==> src/rtl/bus_pkg.sv <==
// Shared bus definitions: funct3 access encodings, arbiter FSM states and
// byte-enable patterns. The core LSU imports the same package.
package bus_pkg;

  localparam logic [2:0] F3_B  = 3'b000;
  localparam logic [2:0] F3_H  = 3'b001;
  localparam logic [2:0] F3_W  = 3'b010;
  localparam logic [2:0] F3_BU = 3'b100;
  localparam logic [2:0] F3_HU = 3'b101;

  localparam logic [3:0] BE_B    = 4'b0001;
  localparam logic [3:0] BE_H_LO = 4'b0011;
  localparam logic [3:0] BE_H_HI = 4'b1100;
  localparam logic [3:0] BE_W    = 4'b1111;

  typedef enum logic [1:0] {
    ST_IDLE = 2'd0,
    ST_BUSY = 2'd1,
    ST_ERR  = 2'd2
  } state_e;

endpackage

==> src/rtl/bus_arbiter_rr_if.sv <==
// Simple single-slave bus: registered command from the arbiter, ack and read
// data back from the slave.
interface bus_arbiter_rr_if #(
  parameter int XLEN = 32
) ();

  logic            req;
  logic            wr_en;
  logic [XLEN-1:0] addr;
  logic [XLEN-1:0] wr_data;
  logic [3:0]      byte_en;
  logic            ack;
  logic [XLEN-1:0] rd_data;

  modport master (
    output req, wr_en, addr, wr_data, byte_en,
    input  ack, rd_data
  );

  modport slave (
    input  req, wr_en, addr, wr_data, byte_en,
    output ack, rd_data
  );

endinterface

==> src/rtl/bus_rr_arbiter.sv <==
// Combinational round-robin pick: first requester found scanning upward from
// the port after last_grant, wrapping at N_PORTS.
module bus_rr_arbiter #(
  parameter  int N_PORTS = 2,
  localparam int IDX_W   = (N_PORTS > 1) ? $clog2(N_PORTS) : 1
) (
  input  logic [N_PORTS-1:0] req,
  input  logic [IDX_W-1:0]   last_grant,
  output logic [IDX_W-1:0]   grant,
  output logic               valid
);

  logic [IDX_W-1:0] cand;

  // Scan from the farthest candidate down so the nearest one is written last
  // and wins, which avoids a separate found flag.
  // NOTE: every output of this always_comb gets a default first; a path that
  // left one unassigned would infer a latch.
  always_comb begin
    grant = '0;
    valid = 1'b0;
    cand  = '0;
    for (int k = N_PORTS; k >= 1; k--) begin
      cand = IDX_W'((int'(last_grant) + k) % N_PORTS);
      if (req[cand]) begin
        grant = cand;
        valid = 1'b1;
      end
    end
  end

endmodule

==> src/rtl/bus_arbiter_rr.sv <==
// Round-robin arbiter of N requester ports onto the simple bus, with store
// alignment, load extension, misalignment errors and an optional ack timeout.
module bus_arbiter_rr
  import bus_pkg::*;
#(
  parameter int N_PORTS = 2,
  parameter int XLEN    = 32,
  parameter int TIMEOUT = 0
) (
  input  logic                    i_clk,
  input  logic                    i_rst,
  input  logic [N_PORTS-1:0]      i_req,
  input  logic [N_PORTS-1:0]      i_wen,
  input  logic [N_PORTS*XLEN-1:0] i_addr,
  input  logic [N_PORTS*XLEN-1:0] i_wdata,
  input  logic [N_PORTS*3-1:0]    i_f3,
  output logic [N_PORTS-1:0]      o_ready,
  output logic [N_PORTS-1:0]      o_err,
  output logic [XLEN-1:0]         o_rdata,
  bus_arbiter_rr_if.master        bus
);

  localparam int IDX_W = (N_PORTS > 1) ? $clog2(N_PORTS) : 1;
  localparam int CNT_W = (TIMEOUT > 0) ? $clog2(TIMEOUT + 1) : 1;

  function automatic logic access_legal(input logic [2:0] f3, input logic [1:0] lo,
                                        input logic wen);
    logic ok;
    case (f3)
      F3_B:    ok = 1'b1;
      F3_BU:   ok = !wen;
      F3_H:    ok = !lo[0];
      F3_HU:   ok = !lo[0] && !wen;
      F3_W:    ok = (lo == 2'b00);
      default: ok = 1'b0;
    endcase
    return ok;
  endfunction

  function automatic logic [3:0] byte_en_of(input logic [2:0] f3, input logic [1:0] lo);
    logic [3:0] be;
    case (f3[1:0])
      2'b00:   be = BE_B << lo;
      2'b01:   be = lo[1] ? BE_H_HI : BE_H_LO;
      default: be = BE_W;
    endcase
    return be;
  endfunction

  function automatic logic [XLEN-1:0] load_extend(input logic [2:0] f3, input logic [1:0] lo,
                                                  input logic [XLEN-1:0] raw);
    logic [XLEN-1:0] s;
    logic [XLEN-1:0] r;
    s = raw >> {lo, 3'b000};
    case (f3)
      F3_B:    r = {{(XLEN-8){s[7]}}, s[7:0]};
      F3_BU:   r = {{(XLEN-8){1'b0}}, s[7:0]};
      F3_H:    r = {{(XLEN-16){s[15]}}, s[15:0]};
      F3_HU:   r = {{(XLEN-16){1'b0}}, s[15:0]};
      default: r = s;
    endcase
    return r;
  endfunction

  state_e           state, state_n;
  logic [IDX_W-1:0] last_grant;
  logic [IDX_W-1:0] arb_grant;
  logic             arb_valid;
  logic [CNT_W-1:0] cnt;
  logic [2:0]       cur_f3;
  logic [1:0]       cur_lo;
  logic [XLEN-1:0]  sel_addr, sel_wdata;
  logic [2:0]       sel_f3;
  logic             sel_wen;
  logic             legal;
  logic             timed_out;

  bus_rr_arbiter #(.N_PORTS(N_PORTS)) u_arb (
    .req        (i_req),
    .last_grant (last_grant),
    .grant      (arb_grant),
    .valid      (arb_valid)
  );

  always_comb begin
    sel_addr  = '0;
    sel_wdata = '0;
    sel_f3    = '0;
    sel_wen   = 1'b0;
    for (int p = 0; p < N_PORTS; p++) begin
      if (arb_grant == IDX_W'(p)) begin
        sel_addr  = i_addr[p*XLEN +: XLEN];
        sel_wdata = i_wdata[p*XLEN +: XLEN];
        sel_f3    = i_f3[p*3 +: 3];
        sel_wen   = i_wen[p];
      end
    end
  end

  assign legal     = access_legal(sel_f3, sel_addr[1:0], sel_wen);
  // An ack in the same cycle the limit is reached still completes normally.
  assign timed_out = (TIMEOUT > 0) && (state == ST_BUSY) && !bus.ack
                     && (cnt == CNT_W'(TIMEOUT));
  assign bus.req   = (state == ST_BUSY);

  // last_grant doubles as the owner of the transaction in BUSY/ERR.
  always_comb begin
    state_n = state;
    o_ready = '0;
    o_err   = '0;
    o_rdata = '0;
    case (state)
      ST_IDLE: if (arb_valid) state_n = legal ? ST_BUSY : ST_ERR;
      ST_BUSY: begin
        if (bus.ack) begin
          o_ready[last_grant] = 1'b1;
          if (!bus.wr_en) o_rdata = load_extend(cur_f3, cur_lo, bus.rd_data);
          state_n = ST_IDLE;
        end else if (timed_out) begin
          o_err[last_grant] = 1'b1;
          state_n = ST_IDLE;
        end
      end
      ST_ERR: begin
        o_err[last_grant] = 1'b1;
        state_n = ST_IDLE;
      end
      default: state_n = ST_IDLE;
    endcase
  end

  // NOTE: sequential state uses non-blocking assignments so every register
  // samples pre-edge values regardless of statement order.
  always_ff @(posedge i_clk) begin
    if (!i_rst) begin
      state       <= ST_IDLE;
      last_grant  <= IDX_W'(N_PORTS - 1);
      cnt         <= '0;
      cur_f3      <= '0;
      cur_lo      <= '0;
      bus.wr_en   <= 1'b0;
      bus.addr    <= '0;
      bus.wr_data <= '0;
      bus.byte_en <= '0;
    end else begin
      state <= state_n;
      if (state == ST_IDLE && arb_valid) begin
        last_grant <= arb_grant;
        if (legal) begin
          cnt         <= CNT_W'(1);
          cur_f3      <= sel_f3;
          cur_lo      <= sel_addr[1:0];
          bus.wr_en   <= sel_wen;
          bus.addr    <= {sel_addr[XLEN-1:2], 2'b00};
          bus.wr_data <= sel_wen ? (sel_wdata << {sel_addr[1:0], 3'b000}) : '0;
          bus.byte_en <= byte_en_of(sel_f3, sel_addr[1:0]);
        end
      end else if (state == ST_BUSY) begin
        cnt <= cnt + 1'b1;
      end
    end
  end

endmodule

==> src/flat_wrapper.sv <==
// flat-port wrapper written by rule: the top's interface ports become plain ports
module bus_arbiter_rr_flat import bus_pkg::*;
#(
  parameter int N_PORTS = 2,
  parameter int XLEN    = 32,
  parameter int TIMEOUT = 0
)
  (i_clk, i_rst, i_req, i_wen, i_addr, i_wdata, i_f3, o_ready, o_err, o_rdata, bus_req, bus_wr_en, bus_addr, bus_wr_data, bus_byte_en, bus_ack, bus_rd_data);
  bus_arbiter_rr_if #(.XLEN(XLEN)) bus_i ();
  input  logic i_clk;
  input  logic i_rst;
  input  logic [N_PORTS-1:0] i_req;
  input  logic [N_PORTS-1:0] i_wen;
  input  logic [N_PORTS*XLEN-1:0] i_addr;
  input  logic [N_PORTS*XLEN-1:0] i_wdata;
  input  logic [N_PORTS*3-1:0] i_f3;
  output logic [N_PORTS-1:0] o_ready;
  output logic [N_PORTS-1:0] o_err;
  output logic [XLEN-1:0] o_rdata;
  output wire logic [$bits(bus_i.req)-1:0] bus_req;
  output wire logic [$bits(bus_i.wr_en)-1:0] bus_wr_en;
  output wire logic [$bits(bus_i.addr)-1:0] bus_addr;
  output wire logic [$bits(bus_i.wr_data)-1:0] bus_wr_data;
  output wire logic [$bits(bus_i.byte_en)-1:0] bus_byte_en;
  input wire logic [$bits(bus_i.ack)-1:0] bus_ack;
  input wire logic [$bits(bus_i.rd_data)-1:0] bus_rd_data;
  assign bus_req = bus_i.req;
  assign bus_wr_en = bus_i.wr_en;
  assign bus_addr = bus_i.addr;
  assign bus_wr_data = bus_i.wr_data;
  assign bus_byte_en = bus_i.byte_en;
  assign bus_i.ack = bus_ack;
  assign bus_i.rd_data = bus_rd_data;
  bus_arbiter_rr #(.N_PORTS(N_PORTS), .XLEN(XLEN), .TIMEOUT(TIMEOUT)) u_core (.i_clk(i_clk), .i_rst(i_rst), .i_req(i_req), .i_wen(i_wen), .i_addr(i_addr), .i_wdata(i_wdata), .i_f3(i_f3), .o_ready(o_ready), .o_err(o_err), .o_rdata(o_rdata), .bus(bus_i));
endmodule
==> config.mk <==
export PLATFORM = sky130hd
export DESIGN_NAME = bus_arbiter_rr_flat
export DESIGN_NICKNAME = d
export VERILOG_FILES = /design/src/rtl/bus_pkg.sv /design/src/rtl/bus_arbiter_rr_if.sv /design/src/rtl/bus_rr_arbiter.sv /design/src/rtl/bus_arbiter_rr.sv /design/src/flat_wrapper.sv
export SDC_FILE = /design/constraint.sdc
export NUM_CORES = 1
export LEC_CHECK = 0
export BUFFER_PORTS_ARGS = -buffer_cell sky130_fd_sc_hd__buf_4
export CORE_MARGIN = 5
export CORE_UTILIZATION = 35
export DETAILED_ROUTE_END_ITERATION = 8
export PLACE_DENSITY_LB_ADDON = 0.1
export RECOVER_POWER = 100
export SLEW_MARGIN = 30
export SYNTH_ARGS = -nofsm -noshare
export SYNTH_HDL_FRONTEND = slang
export SYNTH_HIERARCHICAL = 1
export SYNTH_SLANG_ARGS = --single-unit
==> constraint.sdc <==
create_clock -name i_clk -period 6.5 [get_ports i_clk]
set_clock_uncertainty 0.2 [all_clocks]
set_input_delay 0 -clock i_clk [delete_from_list [all_inputs] [get_ports i_clk]]
set_output_delay 0 -clock i_clk [all_outputs]
set_load 0.01 [all_outputs]
After elaboration in Yosys (flattened, before gate mapping)
Cells that the tools add are included.
{"block": "classes", "n_addsub": 2, "multipliers": 0, "div_mod_pow": 0, "n_lt_le_gt_ge": 4, "n_eq_ne": 12, "shift": 3, "muxes": 29, "bitwise_logic": 0, "n_reduce_logical": 12}
{"operator": "$mux 32", "count": 6}
{"operator": "$pmux 32 s4", "count": 1}
{"operator": "$shl 32x5->32", "count": 1}
{"operator": "$shr 32x5->32", "count": 1}
{"operator": "$eq 3x3->1 const B", "count": 4}
{"operator": "$mux 2", "count": 6}
{"operator": "$mux 1", "count": 10}
{"operator": "$pmux 4 s2", "count": 1}
{"operator": "$eq 3x1->1 const B", "count": 2}
{"operator": "$logic_not 2->1", "count": 3}
{"operator": "$logic_not 3->1", "count": 2}
{"operator": "$lt 1x2->1 const B", "count": 3}
{"operator": "$pmux 1 s5", "count": 1}
{"operator": "$eq 2x1->1 const B", "count": 2}
{"operator": "$mux 4", "count": 1}
{"operator": "$ne 2x1->1 const B", "count": 2}
{"operator": "$pmux 2 s2", "count": 1}
{"operator": "$reduce_and 2->1", "count": 2}
{"operator": "$shl 1x2->4 const A", "count": 1}
{"operator": "$eq 3x2->1 const B", "count": 1}
{"operator": "$logic_and 1x1->1", "count": 3}
{"operator": "$mux 3", "count": 1}
{"operator": "$add 1x1->1 const B", "count": 2}
{"operator": "$eq 2x2->1 const B", "count": 1}
{"operator": "other kinds (3)", "count": 4}
{"block": "word_totals", "regBits": 75, "latch_bits": 0, "ram_bits": 0, "romBits": 0, "in_bits": 173, "output_inout_bits": 106, "wordCells": 70, "memories": 0}

Depth between registers and ports, before layout
{"block": "logic_depth", "ltp_word": 12, "ltp_mapped": 10}

Cells and area by module
The synthesis kept the hierarchy.
{"module": "bus_arbiter_rr", "instances": 1, "cells_per_inst": 585, "area_per_inst_um2": 4847.1, "seq_area_each_um2": 1501.4}
{"module": "bus_rr_arbiter", "instances": 1, "cells_per_inst": 2, "area_per_inst_um2": 13.8, "seq_area_each_um2": 0.0}

Worst setup path before layout
OpenSTA, ideal clock, no wires.
{"block": "synth_path", "path_type": "flip-flop to flip-flop", "startpoint": "register u_core.last_grant", "endpoint": "register u_core.bus.wr_data[7]", "arrival_time_ps": 1846, "required_ps": 6172, "slack_ps": 4326, "stages_incl_launch_ff": 11, "path_buffers": 4, "period_less_slack_ps": 2174, "path_cell_list": "dfxtp_1 > a21boi_1 > buf_2 > buf_6 > mux2_4 > and3_1 > buf_2 > and2_1 > buf_2 > nand4_1 > o21ai_0"}
{"block": "synth_via", "elab_chain_cells": 10, "elab_cells_between_ends": 28}
{"element": "start: declaration", "line": "bus_arbiter_rr.sv:66", "text": "logic [IDX_W-1:0] last_grant;"}
{"element": "start signal: assignment", "line": "bus_arbiter_rr.sv:137", "text": "last_grant <= IDX_W'(N_PORTS - 1);"}
{"element": "start signal: assignment", "line": "bus_arbiter_rr.sv:148", "text": "last_grant <= arb_grant;"}
{"element": "$add 1x1->1", "line": "bus_rr_arbiter.sv:24", "text": "cand = IDX_W'((int'(last_grant) + k) % N_PORTS);"}
{"element": "$mux 1 (not written as such) (2 in a row)", "line": "bus_rr_arbiter.sv:25", "text": "if (req[cand]) begin"}
{"element": "$mux 1", "line": "bus_rr_arbiter.sv:25"}
{"element": "$mux 1 (*)", "line": "bus_rr_arbiter.sv:25"}
{"element": "via u_core.arb_grant", "line": "bus_arbiter_rr.sv:67", "text": "logic [IDX_W-1:0] arb_grant;"}
{"element": "parallel branches: the longest is 5 deep, another holds $mux 32"}
{"element": "end signal: assignment", "line": "bus_arbiter_rr.sv:155", "text": "bus.wr_data <= sel_wen ? (sel_wdata << {sel_addr[1:0], 3'b000}) : '0;"}
{"element": "end: declaration", "line": "bus_arbiter_rr_if.sv:16", "text": "output req, wr_en, addr, wr_data, byte_en,"}
Mark *: on every way through the listed nets, which the timed path passes. The select of a mux whose other input is x is not followed.
A chain may end at the register's enable or synchronous reset.

Worst setup path in the final report
{"block": "layout_path", "startpoint": "register u_core.cur_lo[1]", "endpoint": "output port o_rdata[30]"}
{"block": "layout_via", "elab_chain_cells": 5}
{"element": "start: declaration", "line": "bus_arbiter_rr.sv:71", "text": "logic [1:0] cur_lo;"}
{"element": "start signal: assignment", "line": "bus_arbiter_rr.sv:152", "text": "cur_lo <= sel_addr[1:0];"}
{"element": "$shr 32x5->32", "line": "bus_arbiter_rr.sv:54", "text": "s = raw >> {lo, 3'b000};"}
{"element": "$pmux 32 s4", "line": "bus_arbiter_rr.sv:55", "text": "case (f3)"}
{"element": "$mux 32", "line": "bus_arbiter_rr.sv:117", "text": "if (!bus.wr_en) o_rdata = load_extend(cur_f3, cur_lo, bus.rd_data);"}
{"element": "$mux 32", "line": "bus_arbiter_rr.sv:115", "text": "if (bus.ack) begin"}
{"element": "$mux 32", "line": "bus_arbiter_rr.sv:112", "text": "case (state)"}
{"element": "end: declaration", "line": "flat_wrapper.sv:19", "text": "output logic [XLEN-1:0] o_rdata;"}
Every way passes these cells.

==> results by group <==
Layout
  – Post-layout util: 56.1%
  – Share of layout cells above drive strength 1: 24.1%
  – Antenna Cells: 0
  – # nets final: 1,078
  – Area grow syn2layout: 59.0%
  – Final std cells w/o fill: 1,090

CTS
  – Total number of H-tree levels: 3
  – TritonCTS clock tree: built
  – Cts bufs inserted: 9
  – Max clock buf depth: 2
  – Clock slew at reported path FFs: 60 ps
  – Clock latency on the worst-skew pair: 320 ps
  – Root Buffer: clkbuf_16
  – Clock Sinks: 75

Timing
  – Finish-stage setup viols: 0
  – Max Slew Vio Count: 9
  – Setup TNS: 0 ps
  – Headroom to the max-slew limit: -68.7%
  – Fin crit share: 71.2%
  – Tmin final: 4630 ps
  – Max Fclk: 216 MHz
  – Worst-Margin Slew: 2470 ps
  – Final hold vios: 0
  – RSZ-0062 raised after global routing: false

Synth
  – Share of the synthesized area in the top cell type: 30.9%
  – FF+latch count, synth: 75
  – Most common cell in the netlist: dfxtp_1
  – Synth async-reset ratio: 0%
  – Top FF cell, synth: dfxtp_1
  – Seq/Total Area, Yosys: 30.9%
  – Mapped Area: 4860 um^2
  – Syn Inst Count: 587
  – EDFF count, synth: 0
  – Synth area leaders: dfxtp_1, mux2i_1, o211a_1
  – Syn Area/Cell: 8.28 um^2
  – Top cells by count, synth: dfxtp_1, mux2i_1, o21ai_0
  – Yosys cell types: 46
  – Warnings from Yosys: 6
  – Synth area leader: dfxtp_1

Route
  – Drt pass-1 iters: 5
  – DRT antenna net count: 0
  – Via/cell ratio: 5.35
  – Via count: 5,835
  – Avg WL per Cell: 18.2 um
  – DRC Markers: 0
  – Violation count after the first detailed-route iteration: 521
  – Final WL: 19,800 um

Place
  – Final Wtd Congestion: 0.882
  – Post-DP HPWL: 14,200 um
  – DP Cell Count: 989
  – Port buffer count: 276

Power and ir drop
  – Worst vdd ir: 0.000133 V
  – Leak Pwr: 3.52 nW
  – Sw Ratio: 31.9%
  – Pwr Density: 202 nW/um^2
  – Combinational share of power: 33.6%
  – Clk pwr share: 32.8%
  – Switching pwr: 0.498 mW
  – Seq pwr share: 33.5%
  – Internal power consumption: 1.07 mW

Floorplanning
  – Initial Utilization: 35.3%
  – Die width: 128 um
  – # IOs: 279
  – Die Y: 128 um
  – Core area: 13,800 um^2
  – Die ar.: 16,300 um^2
  – FP Rows: 43

Worst hold path
  – Min-delay worst type: input port to register
  – Worst Hold Path Cells: 5

Critical path
  – Req. time, crit path: 6300 ps
  – Crit path DAT: 4430 ps
  – WS Path Type: register to output port
  – Crit path max fanout: 18
  – Reg2Reg Depth: 8
  – Crit. End Element: output port
  – Startpoint types: register

Global route
  – Antenna violations before repair: 1
  – Total grt overflow: 0
  – First-pass GRT wire length: 30,100 um
  – Vias in the first global route: 5,796
  – All-layer global routing usage: 22.6%
  – Largest net degree at the start of global routing: 80

Status
  – Failing checks: capacitance limit, slew limit
  – Status: finished, violations left

Job
  – Max Cap Viol: 1
area by class of cell:
class / count / area [um^2]
fillers: 1374 / 6040
multi-input cells: 448 / 3050
repair buffers: 370 / 2640
flip-flops and latches: 75 / 1500
clock buffers: 11 / 253
well taps: 180 / 225
clock inverters: 5 / 60.1
inverters: 1 / 3.75
power by group through the flow:
stage / clock [mW] / combinational, mW / sequential, mW
finish: 0.513 / 0.526 / 0.524
global route: 0.546 / 0.570 / 0.529
CTS: 0.523 / 0.561 / 0.526
detailed placement: 0 / 0.505 / 0.535
global placement: 0 / 0.488 / 0.534
floorplan: 0 / 0.276 / 0.544
path summary, 6_finish.rpt:
check | from | endpoint | slack (ps)
setup / recovery | u_core/cur_lo[1] | o_rdata[30] | 1870
hold / removal | i_wdata[8] | u_core/bus.wr_data[16] | 20
setup reg to reg | u_core/last_grant | u_core/bus.wr_data[1] | 2310
hold reg to reg | u_core/bus.wr_data[11] | u_core/bus.wr_data[11] | 260
through the flow:
step | setup slack, ps | hold WS, ps | power (mW) | cell area [um^2]
final | 1870 | 15.1 | 1.56 | 7730
after global routing | 1600 | 64.1 | 1.65 | 7730
after CTS | 3280 | 0.503 | 1.61 | 8160
after detailed placement | 3290 | 99.0 | 1.04 | 7000
after global placement | 2670 | 96.4 | 1.02 | 6930
after floorplan | 4330 | -110 | 0.820 | 4860
logic make-up (layout without fill, tap and decap cells):
kind of cell / after synthesis / count (layout) / share of synthesized area (%)
compound gates: 180 / 180 / 26.0
simple gates: 179 / 179 / 17.9
mux: 87 / 87 / 18.6
flops: 75 / 75 / 30.9
buf+inv: 65 / 387 / 6.49
other cells: 1 / 2 / 0.0771
sequential cells by signal, summed over array words and instances, names as in the netlist:
register / count
u_core/cur_lo: 2
u_core/state: 2
u_core/bus.wr_en: 1
u_core/bus.byte_en: 4
u_core/last_grant: 1
u_core/bus.addr: 30
u_core/bus.wr_data: 32
u_core/cur_f3: 3
what timing repair did:
action / in CTS / in global routing
setup buffers: 0 / 0
resized for setup: 0 / 0
hold endpoints to repair: 45 / 0
hold buffers: 85 / 0
cell usage in the layout (no fill, tap or decap), drive strengths merged, types with 21 or more instances in the layout:
cell type and n:
buf 183, clkbuf 113, dlygate4sd3 85, dfxtp 75, mux2i 66, o21ai 62, nand2 46, o211a 38
nand3 36, nor2 35, a211oi 23, a21oi 22, mux2 21
critical path, cell delays in order, from the launching register on:
cell	delay (ps)
dfxtp_1	430
clkbuf_1	450
nor2b_1	650
o2bb2ai_1	210
nand2_1	100
a2111oi_0	1950
a21o_1	150
clkbuf_1	170
routing by layer:
metal	wire length, um	track usage (%)	up-vias
met5	0	0	-
met4	533	8.68	0
met3	1470	5.67	37
met2	9480	37.8	237
met1	8310	28.1	2744
li1	-	-	2817
Power figures use the tool's default switching activity.
